`src/rtl/lap_timer.sv`:
```
// lap_timer: min:sec stopwatch counting on an external 1 Hz tick.
// It has run/pause/saturate control, switch-driven editing and an ordered lap buffer.
// Optional feature macro: LAP_TIMER_WRAP_EN. When it is defined, a lap taken while
// the buffer is full overwrites the oldest slot, so the buffer acts as a ring.
// When it is undefined, such a lap is dropped.
module lap_timer #(
  parameter int LAPS    = 4,
  parameter int MIN_MAX = 99,
  parameter int SEC_MAX = 59
) (
  input  logic                    clk,
  input  logic                    rst_n,
  input  logic                    tick,
  input  logic                    run,
  input  logic                    lap,
  input  logic                    clr,
  input  logic                    set_sec,
  input  logic                    set_min,
  input  logic [6:0]              set_val,
  input  logic [$clog2(LAPS)-1:0] rd_idx,
  output logic [3:0]              sec1,
  output logic [3:0]              sec2,
  output logic [3:0]              min1,
  output logic [3:0]              min2,
  output logic [3:0]              lsec1,
  output logic [3:0]              lsec2,
  output logic [3:0]              lmin1,
  output logic [3:0]              lmin2,
  output logic [$clog2(LAPS):0]   lap_count,
  output logic                    full,
  output logic                    running,
  output logic                    sat
);
  localparam int IW = $clog2(LAPS);
  localparam int CW = IW + 1;
  localparam logic [6:0]  SEC_TOP = 7'(SEC_MAX);
  localparam logic [6:0]  MIN_TOP = 7'(MIN_MAX);
  localparam logic [CW-1:0] DEPTH  = CW'(LAPS);
  localparam logic [CW:0]   LAPS_W = (CW+1)'(LAPS);

  typedef enum logic [1:0] {S_IDLE, S_RUN, S_PAUSE, S_SAT} state_t;

  state_t        state;
  logic [6:0]    sec_q, min_q;
  logic [6:0]    slot_sec [LAPS];
  logic [6:0]    slot_min [LAPS];
  logic [IW-1:0] head;
  logic [CW-1:0] cnt;

  logic          edit_ok, cap_ok, count_en, at_top, near_top, full_w;
  logic [IW-1:0] wr_idx, rd_phys;
  logic [6:0]    rd_sec, rd_min;

  // Clamp an edited value to the largest legal field value.
  function automatic logic [6:0] clamp(input logic [6:0] v, input logic [6:0] top);
    return (v > top) ? top : v;
  endfunction

  // Physical slot for a logical offset from the oldest slot (LAPS need not be 2^n).
  function automatic logic [IW-1:0] ring_idx(input logic [IW-1:0] base, input logic [CW-1:0] off);
    logic [CW:0] s;
    s = {2'b00, base} + {1'b0, off};
    if (s >= LAPS_W) s = s - LAPS_W;
    return IW'(s);
  endfunction

  function automatic logic [3:0] bcd_lo(input logic [6:0] v);
    return 4'(v % 7'd10);
  endfunction

  function automatic logic [3:0] bcd_hi(input logic [6:0] v);
    return 4'(v / 7'd10);
  endfunction

  assign edit_ok  = (state == S_IDLE) || (state == S_PAUSE);
  assign cap_ok   = (state == S_RUN) || (state == S_SAT);
  assign count_en = (state == S_RUN) && tick;
  assign at_top   = (sec_q == SEC_TOP) && (min_q == MIN_TOP);
  // The next increment lands on the top value, which ends the count.
  assign near_top = (sec_q == SEC_TOP - 7'd1) && (min_q == MIN_TOP);
  assign full_w   = (cnt == DEPTH);
  assign wr_idx   = ring_idx(head, cnt);

  // Control, counting, editing and lap capture; clr clears exactly like reset.
  always_ff @(posedge clk) begin
    if (!rst_n || clr) begin
      state <= S_IDLE;
      sec_q <= '0;
      min_q <= '0;
      head  <= '0;
      cnt   <= '0;
      for (int i = 0; i < LAPS; i++) begin
        slot_sec[i] <= '0;
        slot_min[i] <= '0;
      end
    end else begin
      if (edit_ok && set_sec) sec_q <= clamp(set_val, SEC_TOP);
      if (edit_ok && set_min) min_q <= clamp(set_val, MIN_TOP);

      // A lap stores the time as it stood before this edge's increment.
      if (lap && cap_ok) begin
        if (!full_w) begin
          slot_sec[wr_idx] <= sec_q;
          slot_min[wr_idx] <= min_q;
          cnt              <= cnt + CW'(1);
        end
`ifdef LAP_TIMER_WRAP_EN
        else begin
          slot_sec[head] <= sec_q;
          slot_min[head] <= min_q;
          head           <= ring_idx(head, CW'(1));
        end
`endif
      end

      if (count_en && !at_top) begin
        if (sec_q == SEC_TOP) begin
          sec_q <= '0;
          min_q <= min_q + 7'd1;
        end else begin
          sec_q <= sec_q + 7'd1;
        end
      end

      // Saturation on a tick takes precedence over a same-edge run pulse.
      unique case (state)
        S_IDLE:  if (run) state <= S_RUN;
        S_RUN: begin
          if (count_en && (at_top || near_top)) state <= S_SAT;
          else if (run)                         state <= S_PAUSE;
        end
        S_PAUSE: if (run) state <= S_RUN;
        S_SAT:   if (run) state <= S_PAUSE;
        default: state <= S_IDLE;
      endcase
    end
  end

  // Lap readout: rd_idx counts from the oldest slot; slots not yet filled read as zero.
  always_comb begin
    rd_phys = ring_idx(head, {1'b0, rd_idx});
    rd_sec  = '0;
    rd_min  = '0;
    if ({1'b0, rd_idx} < cnt) begin
      rd_sec = slot_sec[rd_phys];
      rd_min = slot_min[rd_phys];
    end
  end

  assign sec1      = bcd_lo(sec_q);
  assign sec2      = bcd_hi(sec_q);
  assign min1      = bcd_lo(min_q);
  assign min2      = bcd_hi(min_q);
  assign lsec1     = bcd_lo(rd_sec);
  assign lsec2     = bcd_hi(rd_sec);
  assign lmin1     = bcd_lo(rd_min);
  assign lmin2     = bcd_hi(rd_min);
  assign lap_count = cnt;
  assign full      = full_w;
  assign running   = (state == S_RUN);
  assign sat       = (state == S_SAT);

endmodule

```
`config.mk`:
```
export PLATFORM = sky130hd
export DESIGN_NAME = lap_timer
export DESIGN_NICKNAME = d
export VERILOG_FILES = /design/src/rtl/lap_timer.sv
export SDC_FILE = /design/constraint.sdc
export NUM_CORES = 1
export LEC_CHECK = 0
export ABC_AREA = 1
export BUFFER_PORTS_ARGS = -buffer_cell sky130_fd_sc_hd__buf_2
export CAP_MARGIN = 0
export CORE_ASPECT_RATIO = 1.1
export CORE_MARGIN = 5
export CORE_UTILIZATION = 43
export CTS_CLUSTER_DIAMETER = 50
export DETAILED_ROUTE_END_ITERATION = 8
export GPL_ROUTABILITY_DRIVEN = 0
export HOLD_SLACK_MARGIN = 0.03
export SYNTH_ARGS = -nofsm -noshare
export SYNTH_HDL_FRONTEND = slang
export SYNTH_SLANG_ARGS = --single-unit
```
`constraint.sdc`:
```
create_clock -name clk -period 4.68 [get_ports clk]
set_input_delay 0.468 -clock clk [delete_from_list [all_inputs] [get_ports clk]]
set_output_delay 0.468 -clock clk [all_outputs]
set_load 0.1 [all_outputs]
```
==> results of run 1 <==
synth_stat cells (all sizes together), types with 8 or more instances:
master / number / area share (%)
nand2: 169 / 15
nor2: 104 / 8.3
inv: 87 / 6.5
edfxtp: 56 / 33
nand3: 53 / 6.7
o21ai: 43 / 4.6
a21oi: 19 / 2.5
dfxtp: 19 / 7.5
ha: 13 / 3.2
nand4: 11 / 1.4
xor2: 11 / 2.2
buf: 9 / 1.5
a31oi: 8 / 0.99
clkbuf: 8 / 0.60
cells by family after synthesis:
logic type / share of synthesized area (%)
AND/OR/NAND/NOR: 33.7
buffers and inverters: 8.99
AO/OA/AOI/OAI: 11.0
flip-flops: 40.9
adder cells (fa/ha/maj): 3.23
XOR/XNOR: 2.21
sequential cells by signal, indices dropped and copies added, names as in the netlist:
register,cells
slot_sec,28
min_q,7
slot_min,28
state,2
lap_count,3
sec_q,7
power breakdown:
| group | total [mW] | switching [mW] | leakage, nW | internal [mW] |
|---|---|---|---|---|
| Sequential | 0.754 | 0.0132 | 0.779 | 0.741 |
| Clock | 0.809 | 0.284 | 0.167 | 0.525 |
| Combinational | 0.534 | 0.428 | 1.75 | 0.106 |
how the worst max path moves through the flow:
stage / startpoint / endpoint / slack, ps / depth (start not counted)
floorplan: lap_count[1] / lmin1[1] / -210 / 25
global placement: rd_idx[1] / lmin1[3] / 570 / 25
detailed placement: rd_idx[1] / lmin1[3] / 380 / 25
CTS: lap_count[1] / lmin1[3] / 270 / 25
global route: lap_count[1] / lmin1[3] / 60 / 25
finish: lap_count[1] / lmin1[3] / 290 / 25
worst reg2reg max path, delay by kind of cell (launching register included):
family	cells	cell delay, ps
simple gates	6	1280
fa+ha+maj	1	210
buf+inv	3	650
flops	1	480
metal layers:
metal  vias up  track usage [%]
met5         -                0
met4         0             5.94
met3        23             3.08
li1       2249                -
met1      2066             21.1
met2       104             34.4
layout make-up:
cell class,instances,area (um^2)
fill,1120,5670
clock inverter,7,124
timing repair buffer,62,330
multi-input combinational,465,2540
tap,150,188
inverter,93,349
clock buffer,9,225
sequential,75,2060
per-stage QoR:
step	utilization [%]	setup TNS (ps)
6_report	50.6	0
5_1_grt	50.6	0
4_1_cts	50.6	0
3_5_place_dp	47.6	0
3_3_place_gp	47.6	0
2_1_floorplan	-	-205
==> results.md, run 1 <==
- The detailed placement HPWL is between 9000 and 10000 um.
- IR analysis of the VDD net gives a maximum drop of 0.345 mV.
- The clock latency reported for the late side of the worst-skew pair is between 300 and 400 ps.
- The detailed-route DRC error count is 0.
- The power consumption is about 2.1 mW.
- Among all flip-flop cells after synthesis, the most frequent one is sky130_fd_sc_hd__edfxtp_1.
- The power per cell area is 360 nW/um^2.
- The kind of critical path is flip-flop to primary output.
- 0 antenna diodes ended up in the layout.
- The proportion of synthesized flip-flops having asynchronous set or reset is 0%.
- The number of global-route vias before repair is approximately 4400.
- The number of endpoints with negative hold slack in the final report is 0.
- The final-report max-slew violation count is 0.
- Hold repair after CTS inserted 0 buffers.
- In this run the critical register-to-register path is captured at slot_sec[0][1].
- After detailed routing, the number of vias per cell comes to about 5.2.
- The number of setup violations in the final report is 0.
- The number of clock sinks seen by CTS is 75.
- Clock-pin slew was measured on the worst setup and hold paths at roughly 60 ps.
- The initial standard-cell utilization of the core is a little over two fifths.
- The startpoint of the tightest hold check path is run.
- The number of nets in the finished design is roughly 740.
- In the detailed route, the total length drawn on met2 is 6500 um.
- The minimum setup slack among reg-to-reg paths is 1750 ps.
- For this block, wires on met1 add up to 5270 um.
- The number of antenna violations at the first check in global routing is 0.
- The final layout contains routed wiring with a total length of 12500 um.
- In this run, CTS created clock tree buffers numbering 9.
- The floorplan step defined a die boundary enclosing between 10000 and 15000 um^2.
- After detailed placement, the total cell area comes to 5470 um^2.
- The number of standard cells after synthesis is 650.
- From bottom edge to top edge, the die measures around 120 um.
- Post-CTS timing repair inserted 0 buffers for setup.
- The via count is 4442.
- Data arrives at the worst endpoint at 3930 ps.
- The largest single stage delay on the critical path is roughly 420 ps.
- The total number of yosys warnings is 0.
- The final setup skew is roughly 8.2 ps.
- The flow ran to the end, and the final reports show no timing, DRC or antenna violations.
- The cell at the root of the clock tree is sky130_fd_sc_hd__clkbuf_16.
- The average detailed-routed wire length per instance is 14.6 um.
- The slew at the pin closest to its max-slew limit is 723 ps.
- After the first detailed-routing iteration, the DRC count stood at 195.
- The iteration count of the initial detailed-routing pass is 4.
- The distinct cell type count after synthesis is 50.
- Buffers placed on the I/O ports in this run total 54.
- The critical path buffer and inverter count is 6.
- The area added between synthesis and finish is 15.4%.
- The cell family contributing the most delay on the critical path is simple AND/OR/NAND/NOR gates.
- The number of enable-type register cells in the synthesized netlist is between 50 and 60.
- The routed length on met3 is ~500 um.
- The I/O pin count is 55.
- The pre-CTS setup slack is roughly 380 ps.
- The synthesized net count is 680.
- The share of final-layout standard cells stronger than drive strength 1 is a little over a fifth.
- Across every metal layer, demand over resource in global routing totals a little under a fifth.
- Including well taps, the total number of placed cells is approximately 850.
- The core box area is roughly 11000 um^2.
- The hold path endpoint is state[0].
- The total of cells resized after clock tree synthesis is 0.
- In the post-route analysis, the smallest setup slack over all paths is roughly 290 ps.
- The site row count is 41.
- The number of cells traversed by the worst hold path is 3.
- For this run, the number of standard cells in the final layout without fillers is about 860.
- Derived from the worst setup path, the maximum achievable clock frequency is 228 MHz.
- The source of the worst register-to-register timing path is lap_count[0].
- The reported max-cap violation count is 0.
- The worst max-slew margin expressed relative to the limit is approximately 52%.
- The clock period minus worst slack is ~4400 ps.
- In this run the worst path has a maximum fanout of 12.
- The die span in x is ~110 um.
- The remaining antenna violation count is 0.
- STA classifies the critical path endpoint as a primary output.
- The final clock period utilization by the worst path is between 90% and 100%.
- The pin count of the biggest net entering global routing is 19.
- No sink is reached through more buffers than the 2 on the longest clock path.
- In the layout the commonest cells are 135 x sky130_fd_sc_hd__nand2_1, 100 x sky130_fd_sc_hd__nor2_1, 77 x sky130_fd_sc_hd__inv_1.
- The leftover overflow at the end of global routing is 0.
- For this design the static power due to leakage is 2.70 nW.
- Signal routing reaches up to met4.
- Hold is met by 398 ps.
- The cell depth of the worst flop-to-flop path is 10.
- STA puts the critical path data required time at 4210 ps.
- Setup repair after global routing left no endpoint under its margin.
- The H-tree was split into 3 levels.
- The wire length of the first global-routing pass is just over 20000 um.
- The worst hold path belongs to the class input pin to flip-flop.
- TritonCTS built the clock tree.
- The average cell area after synthesis is ~7.8 um^2.
- The finished cells cover between 5000 and 6000 um^2.
- The cell type of the slowest stage on the worst timing path is sky130_fd_sc_hd__buf_2.
- Summing the sequential cell areas from Yosys gives roughly two fifths of the chip area.
- The cell area that synthesis handed to floorplanning was roughly 5000 um^2.
- The number of flip-flops and latches in the synthesized netlist is 75.
- Leaving out fill and tap cells, the most frequent cell in the layout is sky130_fd_sc_hd__nand2_1.
- The startpoint type of the worst setup path is a flip-flop.
No activity file was read; power rests on OpenSTA's default activity.
==> run 2: changes to the inputs <==
Settings changed: CORE_ASPECT_RATIO 1.1 to 1.25.
==> run 2 against run 1 <==
Flip-flop and latch count unchanged. Register-to-register slack improved by 40 ps. Cell count is 1.2% lower. Clock power fell by 10%. Global-route usage is 0.49 points lower. First-iteration DRC count is 2.6% higher. Wire length fell by 4.1%. Clock-buffer cell count did not move.
==> results.md, run 2 (synthesis results as in run 1) <==
- The number of setup buffers added after CTS came to 0 (unchanged).
- The worst-case vdd ir drop is 0.198 mV (was 0.345 mV).
- The core box area is 11600 um^2 (was 11500 um^2).
- The count of placed standard cells including taps is 835 (was 845).
- The wire length of the first global-routing pass is 19800 um (was 20500 um).
- The startpoint of the tightest hold check path is run (unchanged).
- The reported max-cap violation count is 0 (unchanged).
- RSZ-0062 raised after global routing: false (unchanged).
- The pin count of the biggest net entering global routing was 29 (was 19).
- The detailed router's first-iteration violation count was 200 (was 195).
- The combinational group share of total power is 26.5% (was 25.5%).
- The maximum level of the CTS H-tree came to 3 (unchanged).
- The vertical die dimension is 131 um (was 124 um).
- The number of hold buffers added after cts is 0 (unchanged).
- The kind of critical path is flip-flop to primary output (unchanged).
- The type of destination of the critical path is a primary output (unchanged).
- The maximum fanout encountered on the critical timing path is 12 (unchanged).
- The share of final-layout standard cells stronger than drive strength 1 is 21.5% (was 21.2%).
- The number of buffers added on ports was 54 (unchanged).
- The number of buffers created by CTS is 9 (unchanged).
- The final-report max-slew violation count came to 0 (unchanged).
- The post-route cell area is 5790 um^2 (was 5820 um^2).
- The number of nets in the finished design is 738 (was 736).
- The part of the total power dissipated in sequential elements is 37.4% (was 36.0%).
- The power spent charging and discharging nets is 0.700 mW (was 0.725 mW).
- The setup TNS came to 0 ps (unchanged).
- The static power due to leakage is 2.69 nW (was 2.70 nW).
- The clock latency reported for the late side of the worst-skew pair came to 330 ps (was 340 ps).
- The site row count is 44 (was 41).
- The power per cell area is 348 nW/um^2 (was 360 nW/um^2).
- The sum of routed wire length over all layers was 12000 um (was 12500 um).
- The detailed-route DRC error count was 0 (unchanged).
- The initial standard-cell utilization of the core is 43.6% (was 43.8%).
- The CTS tree is yes (unchanged).
- The source of the worst register-to-register timing path is lap_count[0] (unchanged).
- Outcome: finished, final reports clean (unchanged).
- The average detailed-routed wire length per instance is 14.1 um (was 14.6 um).
- The remaining antenna violation count came to 0 (unchanged).
- The detail-routed via count per cell came to 5.14 (was 5.16).
- The number of antenna violations at the first check in global routing is 0 (unchanged).
- The number of setup violations in the final report came to 0 (unchanged).
- The clock edge transition at the registers on the reported setup and hold paths is 60 ps (about the same).
- The leftover overflow at the end of global routing is 0 (unchanged).
- The internal power contribution is 1.31 mW (was 1.37 mW).
- The final clock period utilization by the worst path is 92.7% (was 93.9%).
- The post-layout instance count excluding filler cells is 851 (was 861).
- The final setup skew came to 8.43 ps (was 8.23 ps).
- The start point of the critical path is lap_count[1] (unchanged).
- The number of endpoints with negative hold slack in the final report came to 0 (unchanged).
- The power consumption came to 2.01 mW (was 2.10 mW).
- The critical path buffer and inverter count is 6 (unchanged).
- The cell at the root of the clock tree is sky130_fd_sc_hd__clkbuf_16 (unchanged).
- The via count is 4372 (was 4442).
- The most common cell after layout, fill and taps aside was sky130_fd_sc_hd__nand2_1 (unchanged).
- The number of clock sinks seen by CTS came to 75 (unchanged).
- The I/O pin count came to 55 (unchanged).
- The startpoint type of the worst setup path is a flip-flop (unchanged).
- Most frequent cells in the layout: 135 x sky130_fd_sc_hd__nand2_1, 100 x sky130_fd_sc_hd__nor2_1, 77 x sky130_fd_sc_hd__inv_1 (unchanged).
- The number of antenna diodes is 0 (unchanged).
- Registers with the most flip-flops: slot_min: 28 flops, slot_sec: 28 flops (unchanged).
- The global-route total usage across every layer is 17.8% (was 18.3%).
- The worst max-slew margin expressed relative to the limit came to 55.9% (was 51.6%).
- The arrival time reported for the critical path endpoint is 3870 ps (was 3930 ps).
- The area added between synthesis and finish came to 15.0% (was 15.4%).
- The detailed placement HPWL is 9060 um (was 9340 um).
- The number of global-route vias before repair was 4238 (was 4436).
- The die span in x is 107 um (was 113 um).
- The clock share of power was 36.1% (was 38.6%).
- The slew at the pin closest to its max-slew limit is 655 ps (was 723 ps).
- The cell type of the slowest stage on the worst timing path is sky130_fd_sc_hd__a21oi_4 (was sky130_fd_sc_hd__buf_2).
- The highest clock frequency the design can meet came to 230 MHz (was 228 MHz).
- The switching part of the total power is 34.8% (was 34.6%).
- The required time reported for the critical path endpoint is 4210 ps (about the same).
- The share of the core filled with cells came to 50.1% (was 50.6%).
- The clock period minus worst slack is 4340 ps (was 4390 ps).
- The number of buffers between clock root and the deepest sink came to 2 (unchanged).
- The iteration count of the initial detailed-routing pass is 4 (unchanged).
- The die footprint is 14000 um^2 (about the same).
- The biggest cell delay along the critical path is 390 ps (was 420 ps).
- The class of the tightest hold or removal check is input pin to flip-flop (unchanged).
- The category of cells accounting for the largest share of critical-path delay is simple AND/OR/NAND/NOR gates (unchanged).
- The area after detailed placement is 5470 um^2 (unchanged).
==> run 2: changes by cell type in the layout (fill, tap and decap cells not counted), sizes merged <==
cell | before | now
clkbuf | 9 | 12
inv | 89 | 87
clkinv | 7 | 8
buf | 62 | 61
clkinvlp | 1 | 3
bufinv | 3 | 2
==> run 2: timing repair <==
| item | 4_1_cts | 5_1_grt |
|---|---|---|
| gates resized for setup | 0 | 3 |
| hold endpoints to repair | 0 | 0 |
| setup endpoints to repair | 0 | 3 |
==> run 2: layout make-up <==
cell class / count / area [um^2]
clock buffer: 9 / 225
clock inverter: 7 / 92.6
fill: 1147 / 5770
inverter: 93 / 349
multi-input combinational: 465 / 2540
sequential: 75 / 2060
tap: 138 / 173
timing repair buffer: 64 / 353
==> run 2: worst paths after layout <==
| kind | endpoint | slack [ps] | cells after the start |
|---|---|---|---|
| worst max-delay path | lmin1[3] | 340 | 25 |
| worst min-delay path | state[0] | 410 | 3 |
| worst max register to register | slot_min[2][3] | 1790 | 10 |
| worst min register to register | min_q[6] | 520 | 2 |
==> run 2: power by group through the flow <==
stage          sequential, mW  clock [mW]  combinational, mW
2_1_floorplan           0.765           0              0.446
3_3_place_gp            0.767           0              0.526
3_5_place_dp            0.768           0              0.535
4_1_cts                 0.754       0.738              0.536
5_1_grt                 0.756       0.770              0.572
6_report                0.753       0.727              0.535
==> run 2: through the flow <==
stage               hold slack [ps]  setup slack [ps]
CTS                             398               212
global placement                497               638
floorplan                       474              -205
detailed placement              506               446
global route                    426              43.7
finish                          411               341
==> run 2: layer usage <==
layer	share of wire [%]	vias up	GRT usage, %
li1	-	2243	-
met1	41	2010	20.2
met2	53	100	34.0
met3	5.1	19	3.19
met4	1.7	0	5.27
met5	0	-	0
==> run 2: worst register-to-register path: stages, from the launching register on <==
cell and delay (ps):
sky130_fd_sc_hd__dfxtp_1 490, sky130_fd_sc_hd__inv_1 100, sky130_fd_sc_hd__ha_1 210, sky130_fd_sc_hd__nand2_1 100, sky130_fd_sc_hd__nand3_1 140, sky130_fd_sc_hd__nor2_1 160, sky130_fd_sc_hd__inv_1 290, sky130_fd_sc_hd__nor2_1 270
sky130_fd_sc_hd__nand2_1 70, sky130_fd_sc_hd__buf_4 200, sky130_fd_sc_hd__nand2_1 490
